[src/rtl/cs_bus_pkg.sv]
// Shared constants, state type and select-to-code mapping for the CPLD
// chip-select bus encoder.
package cs_bus_pkg;

  localparam logic [4:0] CS_CODE_RELEASE = 5'h00;
  localparam logic [4:0] CS_CODE_FLASH   = 5'h1D;
  localparam logic [4:0] CS_CODE_MAX3421 = 5'h1E;

  localparam logic [3:0] SEL_FLASH   = 4'd14;
  localparam logic [3:0] SEL_MAX3421 = 4'd15;

  typedef enum logic [1:0] {
    ST_IDLE   = 2'd0,
    ST_SETUP  = 2'd1,
    ST_STROBE = 2'd2,
    ST_HOLD   = 2'd3
  } cs_state_e;

  // Slot selects map to idx+1 so that code 0 stays reserved for release-all.
  function automatic logic [4:0] sel_to_code(input logic [3:0] sel);
    logic [4:0] code;
    case (sel)
      SEL_FLASH:   code = CS_CODE_FLASH;
      SEL_MAX3421: code = CS_CODE_MAX3421;
      default:     code = {1'b0, sel} + 5'd1;
    endcase
    return code;
  endfunction

endpackage

[src/rtl/cs_strobe_timer.sv]
// Shared load / count-down / terminal-count timer for the SETUP, STROBE
// and HOLD phases. Loaded with (cycles-1); tc is high in the last cycle.
module cs_strobe_timer #(
  parameter int W = 3
) (
  input  logic         clk,
  input  logic         resetn,
  input  logic         load,
  input  logic [W-1:0] load_val,
  output logic         tc
);

  logic [W-1:0] cnt_q;
  logic [W-1:0] cnt_d;

  // Next count: reload on phase entry, otherwise count down and park at zero.
  always_comb begin
    cnt_d = cnt_q;
    if (load) begin
      cnt_d = load_val;
    end else if (cnt_q != '0) begin
      cnt_d = cnt_q - 1'b1;
    end
  end

  // Counter register with synchronous active-low reset.
  always_ff @(posedge clk) begin
    if (!resetn) begin
      cnt_q <= '0;
    end else begin
      cnt_q <= cnt_d;
    end
  end

  assign tc = (cnt_q == '0);

endmodule

[src/rtl/cs_bus_encoder.sv]
// Initiator side of the CPLD chip-select bus: turns select requests into a
// cs code plus CS_READY strobe with setup/strobe/hold sequencing, and keeps
// a shadow of which selects the CPLD holds low.
// Optional build macro CS_EXCLUSIVE_EN: an assert while other selects are
// held first runs a release transaction, keeping the shadow single-hot.
//
// state  | meaning
// IDLE   | ready for a request, cs holds last code
// SETUP  | code stable on cs, CS_READY low
// STROBE | CS_READY high, shadow updated on entry
// HOLD   | CS_READY low, code still held
module cs_bus_encoder
  import cs_bus_pkg::*;
#(
  parameter int NUM_SLOTS       = 7,
  parameter int NUM_CS_PER_SLOT = 2,
  parameter int CS_IN_WIDTH     = 5,
  parameter int SETUP_CYCLES    = 2,
  parameter int STROBE_CYCLES   = 3,
  parameter int HOLD_CYCLES     = 2
) (
  input  logic                   clk,
  input  logic                   resetn,
  input  logic                   req_valid,
  output logic                   req_ready,
  input  logic                   req_release,
  input  logic [3:0]             req_sel,
  output logic                   req_err,
  output logic [CS_IN_WIDTH-1:0] cs,
  output logic                   CS_READY,
  output logic [15:0]            cs_shadow
);

  localparam int MAX_SP  = (SETUP_CYCLES > STROBE_CYCLES) ? SETUP_CYCLES : STROBE_CYCLES;
  localparam int MAX_CYC = (MAX_SP > HOLD_CYCLES) ? MAX_SP : HOLD_CYCLES;
  localparam int CNT_W   = $clog2(MAX_CYC) + 1;
  localparam int NUM_SEL = NUM_SLOTS * NUM_CS_PER_SLOT;

  localparam logic [CNT_W-1:0] LD_SETUP  = CNT_W'(SETUP_CYCLES - 1);
  localparam logic [CNT_W-1:0] LD_STROBE = CNT_W'(STROBE_CYCLES - 1);
  localparam logic [CNT_W-1:0] LD_HOLD   = CNT_W'(HOLD_CYCLES - 1);

  cs_state_e              state_q, state_d;
  logic [CS_IN_WIDTH-1:0] cs_q, cs_d;
  logic                   strobe_q, strobe_d;
  logic                   ready_q, ready_d;
  logic                   err_q, err_d;
  logic [15:0]            shadow_q, shadow_d;
  logic                   rel_q, rel_d;
  logic [3:0]             sel_q, sel_d;
`ifdef CS_EXCLUSIVE_EN
  logic                   pend_q, pend_d;
`endif

  logic             tmr_load;
  logic [CNT_W-1:0] tmr_val;
  logic             tmr_tc;
  logic             sel_valid;

  assign sel_valid = (int'(req_sel) < NUM_SEL) || (req_sel >= SEL_FLASH);

  cs_strobe_timer #(.W(CNT_W)) u_timer (
    .clk      (clk),
    .resetn   (resetn),
    .load     (tmr_load),
    .load_val (tmr_val),
    .tc       (tmr_tc)
  );

  // Next-state and next-output logic for the select sequencer.
  always_comb begin
    state_d  = state_q;
    cs_d     = cs_q;
    strobe_d = strobe_q;
    ready_d  = ready_q;
    err_d    = 1'b0;
    shadow_d = shadow_q;
    rel_d    = rel_q;
    sel_d    = sel_q;
`ifdef CS_EXCLUSIVE_EN
    pend_d   = pend_q;
`endif
    tmr_load = 1'b0;
    tmr_val  = '0;
    case (state_q)
      ST_IDLE: begin
        if (req_valid) begin
          if (!req_release && !sel_valid) begin
            err_d = 1'b1;
          end else begin
            rel_d    = req_release;
            sel_d    = req_sel;
            cs_d     = req_release ? CS_IN_WIDTH'(CS_CODE_RELEASE)
                                   : CS_IN_WIDTH'(sel_to_code(req_sel));
            state_d  = ST_SETUP;
            ready_d  = 1'b0;
            tmr_load = 1'b1;
            tmr_val  = LD_SETUP;
`ifdef CS_EXCLUSIVE_EN
            // Another select is held: drop everything first, assert afterwards.
            if (!req_release && ((shadow_q & ~(16'd1 << req_sel)) != 16'd0)) begin
              rel_d  = 1'b1;
              pend_d = 1'b1;
              cs_d   = CS_IN_WIDTH'(CS_CODE_RELEASE);
            end
`endif
          end
        end
      end
      ST_SETUP: begin
        if (tmr_tc) begin
          state_d  = ST_STROBE;
          strobe_d = 1'b1;
          shadow_d = rel_q ? 16'd0 : (shadow_q | (16'd1 << sel_q));
          tmr_load = 1'b1;
          tmr_val  = LD_STROBE;
        end
      end
      ST_STROBE: begin
        if (tmr_tc) begin
          state_d  = ST_HOLD;
          strobe_d = 1'b0;
          tmr_load = 1'b1;
          tmr_val  = LD_HOLD;
        end
      end
      ST_HOLD: begin
        if (tmr_tc) begin
          state_d = ST_IDLE;
          ready_d = 1'b1;
`ifdef CS_EXCLUSIVE_EN
          if (pend_q) begin
            pend_d   = 1'b0;
            rel_d    = 1'b0;
            cs_d     = CS_IN_WIDTH'(sel_to_code(sel_q));
            state_d  = ST_SETUP;
            ready_d  = 1'b0;
            tmr_load = 1'b1;
            tmr_val  = LD_SETUP;
          end
`endif
        end
      end
      default: state_d = ST_IDLE;
    endcase
  end

  // State and registered outputs; reset aborts any transaction in flight.
  always_ff @(posedge clk) begin
    if (!resetn) begin
      state_q  <= ST_IDLE;
      cs_q     <= '0;
      strobe_q <= 1'b0;
      ready_q  <= 1'b1;
      err_q    <= 1'b0;
      shadow_q <= 16'd0;
      rel_q    <= 1'b0;
      sel_q    <= 4'd0;
`ifdef CS_EXCLUSIVE_EN
      pend_q   <= 1'b0;
`endif
    end else begin
      state_q  <= state_d;
      cs_q     <= cs_d;
      strobe_q <= strobe_d;
      ready_q  <= ready_d;
      err_q    <= err_d;
      shadow_q <= shadow_d;
      rel_q    <= rel_d;
      sel_q    <= sel_d;
`ifdef CS_EXCLUSIVE_EN
      pend_q   <= pend_d;
`endif
    end
  end

  assign req_ready = ready_q;
  assign req_err   = err_q;
  assign cs        = cs_q;
  assign CS_READY  = strobe_q;
  assign cs_shadow = shadow_q;

endmodule

[config.mk]
export PLATFORM = sky130hd
export DESIGN_NAME = cs_bus_encoder
export DESIGN_NICKNAME = d
export VERILOG_FILES = /design/src/rtl/cs_bus_pkg.sv /design/src/rtl/cs_strobe_timer.sv /design/src/rtl/cs_bus_encoder.sv
export SDC_FILE = /design/constraint.sdc
export NUM_CORES = 1
export LEC_CHECK = 0
export ABC_AREA = 0
export CAP_MARGIN = 20
export CORE_ASPECT_RATIO = 1.75
export CORE_MARGIN = 4
export CORE_UTILIZATION = 56
export CTS_BUF_LIST = sky130_fd_sc_hd__clkbuf_4
export DETAILED_ROUTE_END_ITERATION = 10
export PLACE_DENSITY = 0.95
export SYNTH_ARGS = -nofsm -noshare
export SYNTH_HDL_FRONTEND = slang
export SYNTH_SLANG_ARGS = --single-unit
[constraint.sdc]
create_clock -name clk -period 4.64 [get_ports clk]
set_input_delay 0.928 -clock clk [delete_from_list [all_inputs] [get_ports clk]]
set_output_delay 0.928 -clock clk [all_outputs]
set_load 0.01 [all_outputs]
# Word level (Yosys, flattened, before mapping)
# Cells that the tools add are included.
# word_totals
regBits	34
# op_classes
n_addsub	2
n_lt_le_gt_ge	2
eq_ne	10
shifts	1
n_mux	27
n_bitwise	2
reduce_logical	17
# ops
cell	n
2-to-1 mux 16 bit	1
OR 16 bit	1
<< shifter 1 x 4 -> 16 bit, first input constant	1
2-to-1 mux 2 bit	6
2-to-1 mux 1 bit	11
inequality test 2 bit, second input constant	5
case mux 5 bit (2 select lines)	1
AND reduction 3 bit	3
equality test 4 bit, second input constant	2
case mux 2 bit (4 select lines)	1
2-to-1 mux 3 bit	2
case mux 1 bit (2 select lines)	3
case mux 2 bit (3 select lines)	1
nonzero test 2 bit	3
adder 4 x 1 -> 5 bit, second input constant	1
2-to-1 mux 5 bit	1
AND reduction 5 bit	1
equality test 2 bit, second input constant	2
>= comparator 4 bit, second input constant	1
less-than comparator 4 bit, second input constant	1
AND reduction 4 bit	1
zero test 3 bit	1
nonzero test 3 bit	1
subtractor 3 x 1 -> 3 bit, second input constant	1
8 further kinds	9

# Logic depth before layout (Yosys ltp)
# Gate-level depths: netlist of run 1.
# depth
depth_word	8
depth_mapped	7
depth_no_buf	6

# Hierarchy
# From an unflattened synthesis of run 1, not the netlist that was laid out.
# hier_totals
cells_unflattened	171
hier_area_um2	1490.2
# modules_own_cells
module	n_inst	cells_per_inst	area_each_um2
cs_bus_encoder	1	149	1285.0
cs_strobe_timer	1	22	205.2

# Worst setup path before layout of run 1
# OpenSTA, ideal clock, no wires.
# synth_path
path_type	input-to-reg
startpoint	in req_sel[0]
endpoint	reg cs_q[2] (netlist: cs[2])
arrival_time_ns	1.830
required_time_ns	4.569
path_slack_ns	2.739
cell_stages	5
n_path_buf	0
cell_sequence	ha_1 nand2_1 nor2_1 or4_1 a21oi_1
# synth_via
elab_chain_cells	6
word_cells_on_any_way	12
classes_between	add/sub: 1; order compare: 2; eq/ne: 2; mux: 2; bitwise: 1; reduce/logical: 4
# synth_lines
item	line	text
start: declaration	cs_bus_encoder.sv:27	input logic [3:0] req_sel,
less-than comparator 4 bit / >= comparator 4 bit (equally long branches)	cs_bus_encoder.sv:60	assign sel_valid = (int'(req_sel) < NUM_SEL) || (req_sel >= SEL_FLASH);
logical OR 1 bit	cs_bus_encoder.sv:60	
zero test 1 bit	cs_bus_encoder.sv:88	if (!req_release && !sel_valid) begin
logical AND 1 bit	cs_bus_encoder.sv:88	
NOT 1 bit (no line)	-	
AND reduction 3 bit (no line)	-	
end signal: assignment	cs_bus_encoder.sv:164	cs_q <= cs_d;
end: declaration	cs_bus_encoder.sv:44	logic [CS_IN_WIDTH-1:0] cs_q, cs_d;
# Parallel ways exist; a longest one is shown, timed or not.
# A chain may end at the register's enable or synchronous reset.

# Worst setup path after layout of run 1
# layout_path
startpoint	reg cs_q[4] (netlist: cs[4])
endpoint	out cs[4]
# layout_rtl
item	line	text
end: declaration	cs_bus_encoder.sv:29	output logic [CS_IN_WIDTH-1:0] cs,
# No word-level cell between the ends.

==> results of run 1 <==
## cells by family (layout without fill, tap and decap cells)
logic type / Yosys count / count (layout) / synth area share
AOI/OAI and AO/OA: 42 / 42 / 0.166
xor gates and xnor gates: 2 / 2 / 0.0116
adders and majority gates: 9 / 9 / 0.0747
other: 1 / 1 / 0.00249
and+or+nand+nor: 67 / 67 / 0.218
muxes: 2 / 2 / 0.0174
DFF: 34 / 34 / 0.451
buffers and inverters: 18 / 46 / 0.0581
## how the worst min path moves through the flow
stage	end	slack [ps]
after floorplan	rel_q$_SDFFE_PN0N_	440
after global placement	rel_q$_SDFFE_PN0N_	440
after detailed placement	cs[0]$_SDFFE_PN0N_	450
after CTS	cs[0]$_SDFFE_PN0N_	470
after global routing	cs[0]$_SDFFE_PN0N_	500
final	cs[0]$_SDFFE_PN0N_	460
## final cells by class
| cell class | count | area, um^2 |
|---|---|---|
| multi-input combinational | 123 | 739 |
| sequential | 34 | 681 |
| fill | 197 | 679 |
| timing repair buffer | 31 | 310 |
| clock buffer | 6 | 45.0 |
| tap | 26 | 32.5 |
| inverter | 7 | 26.3 |
| clock inverter | 2 | 8.76 |
## per-stage QoR
step                      cells  hold WS [ps]
final                       229           463
after global routing        229           496
after CTS                   229           466
after detailed placement    221           454
after global placement      221           444
after floorplan             175           437
## state kept, by name (all words and copies together) (netlist names)
register / count
CS_READY: 1
rel_q: 1
cs: 5
u_timer.cnt_q: 3
req_err: 1
cs_shadow: 16
sel_q: 4
state_q: 2
req_ready: 1
## placed cells by master, fill, tap and decap left out, types with 3 or more instances in the layout
master           instances
a21oi_1                 16
a31oi_1                 12
a41oi_1                  3
clkbuf_4                 6
clkdlybuf4s50_1         31
dfxtp_1                 34
ha_1                     9
inv_1                    6
nand2_1                 16
nand3_1                  6
nor2_1                  27
nor2b_1                  3
o21ai_1                  4
## cell usage after synthesis (all sizes together) (2+ instances only)
cell,number,area share
a211oi,2,0.010
a21oi,17,0.059
a31oi,12,0.050
a41oi,3,0.017
and3,2,0.012
buf,6,0.028
clkbuf,5,0.012
dfxtp,34,0.45
ha,9,0.075
inv,7,0.017
mux2,2,0.017
nand2,17,0.044
nand3,6,0.020
nor2,28,0.071
nor2b,4,0.022
nor3,2,0.0066
nor4,2,0.0083
o21ai,6,0.020
xnor2,2,0.012
## power groups by stage
stage / combinational (mW) / sequential [mW] / clock, mW
6_report: 0.385 / 0.379 / 0.162
5_1_grt: 0.426 / 0.385 / 0.172
4_1_cts: 0.382 / 0.378 / 0.164
3_5_place_dp: 0.378 / 0.384 / 0
3_3_place_gp: 0.359 / 0.382 / 0
2_1_floorplan: 0.296 / 0.378 / 0
## metal layers
layer	vias to the layer above	track usage	wire length (um)
met5	-	0	0
met2	61	0.339	1840
li1	658	-	-
met1	622	0.210	1160
met4	0	0.152	114
met3	13	0.0426	217
==> metrics, run 1 <==
Core Box Area=2520 um^2; largest net degree at the start of global routing=17; Setup Buffers After CTS=0; total power=0.926 mW; hold path startpoint=cs[0]$_SDFFE_PN0N_; Final Cycle Share=0.471; total number of vias=1,354; #FFs+latches synth=34; setup violators final=0; H-tree depth=2; clk slew on worst S/H paths=100 ps; Fin. Hold Viols=0; post-placement cell area=1790 um^2; PortBufs=31; hold buffer count at CTS=0; Crit path max-delay family=buffers and inverters; worst hold stages=2; Psw=0.358 mW; final instance area=1840 um^2; wirelength, routed=3.34 mm; sw frac=0.386; RR Endpoint=u_timer.cnt_q[1]$_SDFFE_PN0P_; antenna violations before repair=0; Critical Path Fanout Max=2; Int Pwr=0.569 mW; critical path class=register to primary output; critical path data required time=3710 ps; Worst setup SP type=register; die height=76.6 um; cts bufs inserted=5; slowest CP cell=clkdlybuf4s50_1; Root Driver=clkbuf_4; RR Startpoint=state_q[0]$_SDFFE_PN0P_; WP data arrival=1260 ps; count of cell types in the netlist=37; Skew-Pair Late Insertion Delay=350 ps; Mapped Cells=175; worst setup margin=2460 ps; Max VDD drop=0.355 mV; setup_tns=0 ps; Worst Skew=10.2 ps; Max-cap violations=0; R2R setup slack=2890 ps; unrepaired setup endpoints after global routing=no; Ys Warns=0; CP cell instances=clkdlybuf4s50_1; slowest stage delay, CP=550 ps; DRC Markers=0; syn nets=192; min Tclk post-route=2180 ps; Area Growth Syn to Fin=22.2%; wire per inst=14.6 um; Starting Density=0.598; P_leak=0.709 nW; Util after Layout=0.731; launch point of the worst path=cs[4]$_SDFFE_PN0N_; DP HPWL=2.50 mm; Final ANT Viol Nets=0; Horiz. Die Dim=47.2 um; Post-Place Worst Slack=2130 ps; Seq/Total Area, Yosys=0.451; Crit path depth=1; CP endpoint=cs[4]; gpl congestion=0.843; asr flop ratio synth=0; Comb pwr share=0.416; clock buffer depth=2; Final Slew Violations=0; post-cts resize count=0; sequential power share=0.410; CP Buf/Inv Count=1; GRT Util Overall=0.207; die area=3620 um^2; status=complete, no violations; EDFF count, synth=0; n_diodes=0; Std-Cell Rows=24; Avg Vias per Cell=5.91; TritonCTS clock tree=done; grt ovf=0; Hold Path Class=register to register; most common flop cell mapped by yosys=dfxtp_1; Sink Count=34; PD cells=503 nW/um^2; Syn Area/Cell=8.62 um^2; drt pass-1 iters=4; crit end category=primary output; Peak Freq=458 MHz; drt first-iter violations=72; clock share of power=0.175; Reg2Reg Depth=6; Netlist Area Pre-Place=1510 um^2; share of cells above drive strength 1=0.0788; I/O pin total=32; Final #Nets=219; first-pass GRT wire length=5.51 mm; vias in the first global route=1,330
(Power assumes the default switching activity.)
==> inputs of run 2 (changes only) <==
--- a/config.mk
+++ b/config.mk
@@ -9,10 +9,10 @@
 export CAP_MARGIN = 20
 export CORE_ASPECT_RATIO = 1.75
 export CORE_MARGIN = 4
-export CORE_UTILIZATION = 56
+export CORE_UTILIZATION = 52
 export CTS_BUF_LIST = sky130_fd_sc_hd__clkbuf_4
 export DETAILED_ROUTE_END_ITERATION = 10
-export PLACE_DENSITY = 0.95
+export PLACE_DENSITY = 0.93
 export SYNTH_ARGS = -nofsm -noshare
 export SYNTH_HDL_FRONTEND = slang
 export SYNTH_SLANG_ARGS = --single-unit
==> constraint.sdc (replaced) <==
create_clock -name clk -period 2.1 [get_ports clk]
set_input_delay 0.42 -clock clk [delete_from_list [all_inputs] [get_ports clk]]
set_output_delay 0.42 -clock clk [all_outputs]
set_load 0.01 [all_outputs]
==> run 2 against run 1 <==
- clock power increased to 3.0 times the previous value
- clock skew about the same
- final area increased by 2.6%
- register-to-register slack worse by 2600 ps
- routed wire length rose by 2.1%
- via count fell by 0.89%
- sequential cell count unchanged
- critical path depth up 5
- core utilization down 4.4 points
- largest cell class unchanged
==> metrics, run 2 (same netlist as run 1, synthesis figures left out) <==
status=complete, no violations; Worst Skew=10.5 ps (+0.305 ps); unrepaired setup endpoints after global routing=no; max reg flops=16 (unchanged); R2R setup slack=310 ps (-2580 ps); TritonCTS clock tree=done; Util after Layout=0.687 (-0.0438); Final ANT Viol Nets=0 (unchanged); Sink Count=34 (unchanged); min Tclk post-route=1790 ps; worst hold stages=2 (unchanged); PortBufs=31 (unchanged); P_leak=0.735 nW (+3.7%); n_diodes=0 (unchanged); Final Slew Violations=0 (unchanged); most frequent cells in the layout=dfxtp_1 (34), clkdlybuf4s50_1 (31), nor2_1 (27); PD cells=1150 nW/um^2 (+130%); Slew Limit Headroom=0.657; Setup Buffers After CTS=0 (unchanged); sequential power share=0.386 (-0.024); Layout Cells excl Fill=233 (+1.7%); die area=3860 um^2 (+6.6%); GRT Util Overall=0.193 (-0.0135); Peak Freq=560 MHz; RR Endpoint=cs_shadow[15]$_SDFFE_PN0P_; Fin. Hold Viols=0 (unchanged); grt ovf=0 (unchanged); total number of vias=1,342 (-0.89%); Worst setup SP type=register; largest net degree at the start of global routing=17 (unchanged); critical path data required time=2320 ps (-1390 ps); Comb pwr share=0.393 (-0.023); Starting Density=0.548 (-0.0500); setup violators final=0 (unchanged); clock share of power=0.220 (+0.045); share of cells above drive strength 1=0.0971 (+0.0183); Avg Vias per Cell=5.76 (-2.6%); die height=79.2 um (+3.4%); CP endpoint=cs_shadow[15]$_SDFFE_PN0P_; drt first-iter violations=22 (-69%); clock buffer depth=2 (unchanged); CP cell instances=inv_1 -> ha_1 -> nor2b_4 -> nand3_1 -> nand2_1 -> nor2_1; drt pass-1 iters=4 (unchanged); setup_tns=0 ps (unchanged); Final Cycle Share=0.851; Root Driver=clkbuf_4; Max VDD drop=0.904 mV (+150%); Hold Path Class=register to register; first-pass GRT wire length=5.81 mm (+5.5%); wire per inst=14.6 um (+0.32%); WP data arrival=2010 ps (+750 ps); fill cell total of the finished layout=224 (+14%); antenna violations before repair=0 (unchanged); Reg2Reg Depth=6 (unchanged); Psw=0.804 mW (+120%); Critical Path Fanout Max=16 (+14); RR Startpoint=u_timer.cnt_q[0]$_SDFFE_PN0P_; Placed Instances=225 (+1.8%); wirelength, routed=3.40 mm (+2.1%); post-cts resize count=0 (unchanged); Std-Cell Rows=25 (+4.2%); slowest CP cell=nand2_1; critical path class=register to register; H-tree depth=2 (unchanged); sw frac=0.370 (-0.0161); Area Growth Syn to Fin=25.4%; vias in the first global route=1,318 (-0.90%); most common cell after layout, fill and taps aside=dfxtp_1; Horiz. Die Dim=48.7 um (+3.1%); hold buffer count at CTS=0 (unchanged); Max-cap violations=0 (unchanged); launch point of the worst path=u_timer.cnt_q[0]$_SDFFE_PN0P_; gpl congestion=0.817 (-3.0%); DRC Markers=0 (unchanged); Skew-Pair Late Insertion Delay=350 ps (about the same); Int Pwr=1.37 mW (+140%); Core Box Area=2750 um^2 (+9.1%); clk slew on worst S/H paths=110 ps (about the same); slowest stage delay, CP=410 ps (-140 ps); DP HPWL=2.48 mm (-0.64%); cts bufs inserted=5 (unchanged); crit end category=register; Final #Nets=222 (+1.4%); hold path startpoint=cs[2]$_SDFFE_PN0N_; Worst Max-Slew Pin Slew=514 ps; I/O pin total=32 (unchanged)
==> run 2: critical path, delay by kind of cell, from the launching register on <==
| kind | cells | cell delay, ps |
|---|---|---|
| adders and majority gates | 1 | 240 |
| buffers and inverters | 1 | 80 |
| DFF | 1 | 340 |
| and+or+nand+nor | 4 | 1000 |
==> run 2: power groups by stage <==
stage	Combinational, mW	Sequential [mW]	Clock (mW)
after floorplan	0.653	0.835	0
after global placement	0.807	0.847	0
after detailed placement	0.835	0.851	0
after CTS	0.858	0.836	0.485
after global routing	0.942	0.856	0.506
final	0.854	0.839	0.479
==> run 2: per-layer routing <==
layer	GRT usage	vias to the layer above	routed length [um]
met1	0.176	635	1220
li1	-	663	-
met2	0.372	38	1940
met5	0	-	0
met4	0.108	0	83
met3	0.0488	6	151
==> run 2: how the worst min path moves through the flow <==
stage	to	slack (ps)
after global routing	rel_q$_SDFFE_PN0N_	490
final	cs[2]$_SDFFE_PN0N_	470
after global placement	cs[2]$_SDFFE_PN0N_	440
after CTS	rel_q$_SDFFE_PN0N_	470
after detailed placement	cs[2]$_SDFFE_PN0N_	460
after floorplan	rel_q$_SDFFE_PN0N_	440
==> run 2: area by class of cell <==
class	count	area, um^2	area share
multi-input combinational	123	739	0.391
sequential	34	681	0.360
timing repair buffer	34	333	0.176
clock inverter	3	40.0	0.0212
clock buffer	5	37.5	0.0199
tap	27	33.8	0.0179
inverter	7	26.3	0.0139
==> run 2: metrics by stage <==
stage	total power, mW	setup WS (ps)	area, um^2	hold slack (ps)
after floorplan	1.49	584	1510	437
after global placement	1.65	159	1810	444
after detailed placement	1.69	83.1	1810	457
after CTS	2.18	313	1890	473
after global routing	2.30	133	1890	486
final	2.17	314	1890	475
==> inputs of run 3 (changes only) <==
--- a/config.mk
+++ b/config.mk
@@ -13,6 +13,7 @@
 export CTS_BUF_LIST = sky130_fd_sc_hd__clkbuf_4
 export DETAILED_ROUTE_END_ITERATION = 10
 export PLACE_DENSITY = 0.93
+export REMOVE_ABC_BUFFERS = 1
 export SYNTH_ARGS = -nofsm -noshare
 export SYNTH_HDL_FRONTEND = slang
 export SYNTH_SLANG_ARGS = --single-unit
==> run 3 against run 2 <==
- sequential power up 0.5%
- clock power up 23%
- fmax up 1.5%
- register-to-register slack better by 30 ps
- core utilization up 0.59 points
- clock skew down 3.4 ps
- largest power group is now registers
==> metrics, run 3 (same netlist as run 1, synthesis figures left out) <==
post-cts resize count=0 (unchanged); Area Growth Syn to Fin=26.5%; WP data arrival=1980 ps (-30 ps); critical path data required time=2320 ps (about the same); Max-cap violations=0 (unchanged); Worst setup SP type=register; first-pass GRT wire length=5.29 mm (-9.0%); Post-Place Worst Slack=106 ps (+23.3 ps); max reg flops=16 (unchanged); P_leak=0.738 nW (+0.42%); total number of vias=1,311 (-2.3%); Worst Skew=7.09 ps (-3.44 ps); hold buffer count at CTS=0 (unchanged); critical path class=register to register; Worst Max-Slew Pin Slew=511 ps (-2.71 ps); clk slew on worst S/H paths=100 ps (about the same); Max VDD drop=0.964 mV (+6.7%); setup_tns=0 ps (unchanged); Root Driver=clkbuf_4; Final ANT Viol Nets=0 (unchanged); Peak Freq=569 MHz (+1.5%); clock buffer depth=2 (unchanged); Skew-Pair Late Insertion Delay=340 ps (about the same); post-placement cell area=1810 um^2 (-0.41%); slowest CP cell=nand2_1; slowest stage delay, CP=410 ps (about the same); Hold Path Class=register to register; drt pass-1 iters=4 (unchanged); Std-Cell Rows=25 (unchanged); PortBufs=31 (unchanged); most common cell after layout, fill and taps aside=dfxtp_1; GRT Util Overall=0.173 (-0.0201); wire per inst=13.5 um (-7.8%); final instance area=1910 um^2 (+0.86%); wirelength, routed=3.13 mm (-8.2%); RR Startpoint=u_timer.cnt_q[0]$_SDFFE_PN0P_; PD cells=1190 nW/um^2 (+3.2%); Horiz. Die Dim=48.7 um (unchanged); crit end category=register; cts bufs inserted=5 (unchanged); n_diodes=0 (unchanged); launch point of the worst path=u_timer.cnt_q[0]$_SDFFE_PN0P_; Final #Nets=221 (-0.45%); Setup Buffers After CTS=0 (unchanged); vias in the first global route=1,242 (-5.8%); gpl congestion=0.837 (+2.4%); R2R setup slack=340 ps (+30 ps); grt ovf=0 (unchanged); Slew Limit Headroom=0.659 (+0.00181); worst setup margin=341 ps (+27.2 ps); TritonCTS clock tree=done; status=complete, no violations; drt first-iter violations=23 (+4.5%); DP HPWL=2.29 mm (-7.6%); unrepaired setup endpoints after global routing=no; DRC Markers=0 (unchanged); Crit path max-delay family=simple AND/OR/NAND/NOR gates; Starting Density=0.548 (unchanged); fill cell total of the finished layout=214 (-4.5%); setup violators final=0 (unchanged); die area=3860 um^2 (unchanged); share of cells above drive strength 1=0.0878 (-0.00928); Final Cycle Share=0.838 (-0.0129); Util after Layout=0.693 (+0.00591); CP Buf/Inv Count=1 (unchanged); Critical Path Fanout Max=16 (unchanged); Final Slew Violations=0 (unchanged); antenna violations before repair=0 (unchanged); CP cell instances=inv_1 -> ha_1 -> nor2b_4 -> nand3_1 -> nand2_1 -> nor2_1; H-tree depth=2 (unchanged); hold path startpoint=cs[3]$_SDFFE_PN0N_; Core Box Area=2750 um^2 (unchanged); min Tclk post-route=1760 ps (-27.2 ps); die height=79.2 um (unchanged); largest net degree at the start of global routing=17 (unchanged); I/O pin total=32 (unchanged); Sink Count=34 (unchanged); Fin. Hold Viols=0 (unchanged); most frequent cells in the layout=dfxtp_1 (34), clkdlybuf4s50_1 (31), nor2_1 (27); Avg Vias per Cell=5.65 (-1.9%)
run 3: changes by cell type in the layout (fill, tap and decap cells not counted):
cell and change:
clkinv_2 -2, buf_4 -1, bufinv_16 +1, clkinv_1 +1
run 3: worst register-to-register path: stages (launching register included):
cell and delay [ps]:
dfxtp_1 330, inv_1 80, ha_1 250, nor2b_4 350
nand3_1 120, nand2_1 410, nor2_1 110
run 3: layer usage:
| metal | share of wire | track usage |
|---|---|---|
| met2 | 0.52 | 0.288 |
| met1 | 0.39 | 0.183 |
| met5 | 0 | 0 |
| met4 | 0.038 | 0.129 |
| met3 | 0.045 | 0.0450 |
run 3: path summary, 6_finish.rpt:
check             cells after the start                         to
setup reg to reg                      6  cs_shadow[7]$_SDFFE_PN0P_
hold / removal                        2         cs[3]$_SDFFE_PN0N_
hold reg to reg                       2         cs[3]$_SDFFE_PN0N_
setup / recovery                      6  cs_shadow[7]$_SDFFE_PN0P_
run 3: layout make-up:
class                   count  area (um^2)  area share
clock buffers               5         37.5      0.0197
flip-flops and latches     34          681       0.357
well taps                  27         33.8      0.0177
multi-input cells         123          739       0.388
clock inverters             3         63.8      0.0335
inverters                   7         26.3      0.0138
repair buffers             33          325       0.171
run 3: report_power, final:
group	internal (mW)	leakage, nW	switching (mW)	total (mW)
registers	0.744	0.277	0.0991	0.843
logic	0.377	0.409	0.455	0.832
clock network	0.367	0.0528	0.220	0.587
total	1.49	0.738	0.774	2.26
run 3: metrics by stage:
step / total power [mW] / instances / hold WS [ps]
floorplan: 1.43 / 164 / 437
global placement: 1.65 / 224 / 442
detailed placement: 1.68 / 224 / 454
CTS: 2.27 / 232 / 471
global route: 2.41 / 232 / 492
finish: 2.26 / 232 / 471
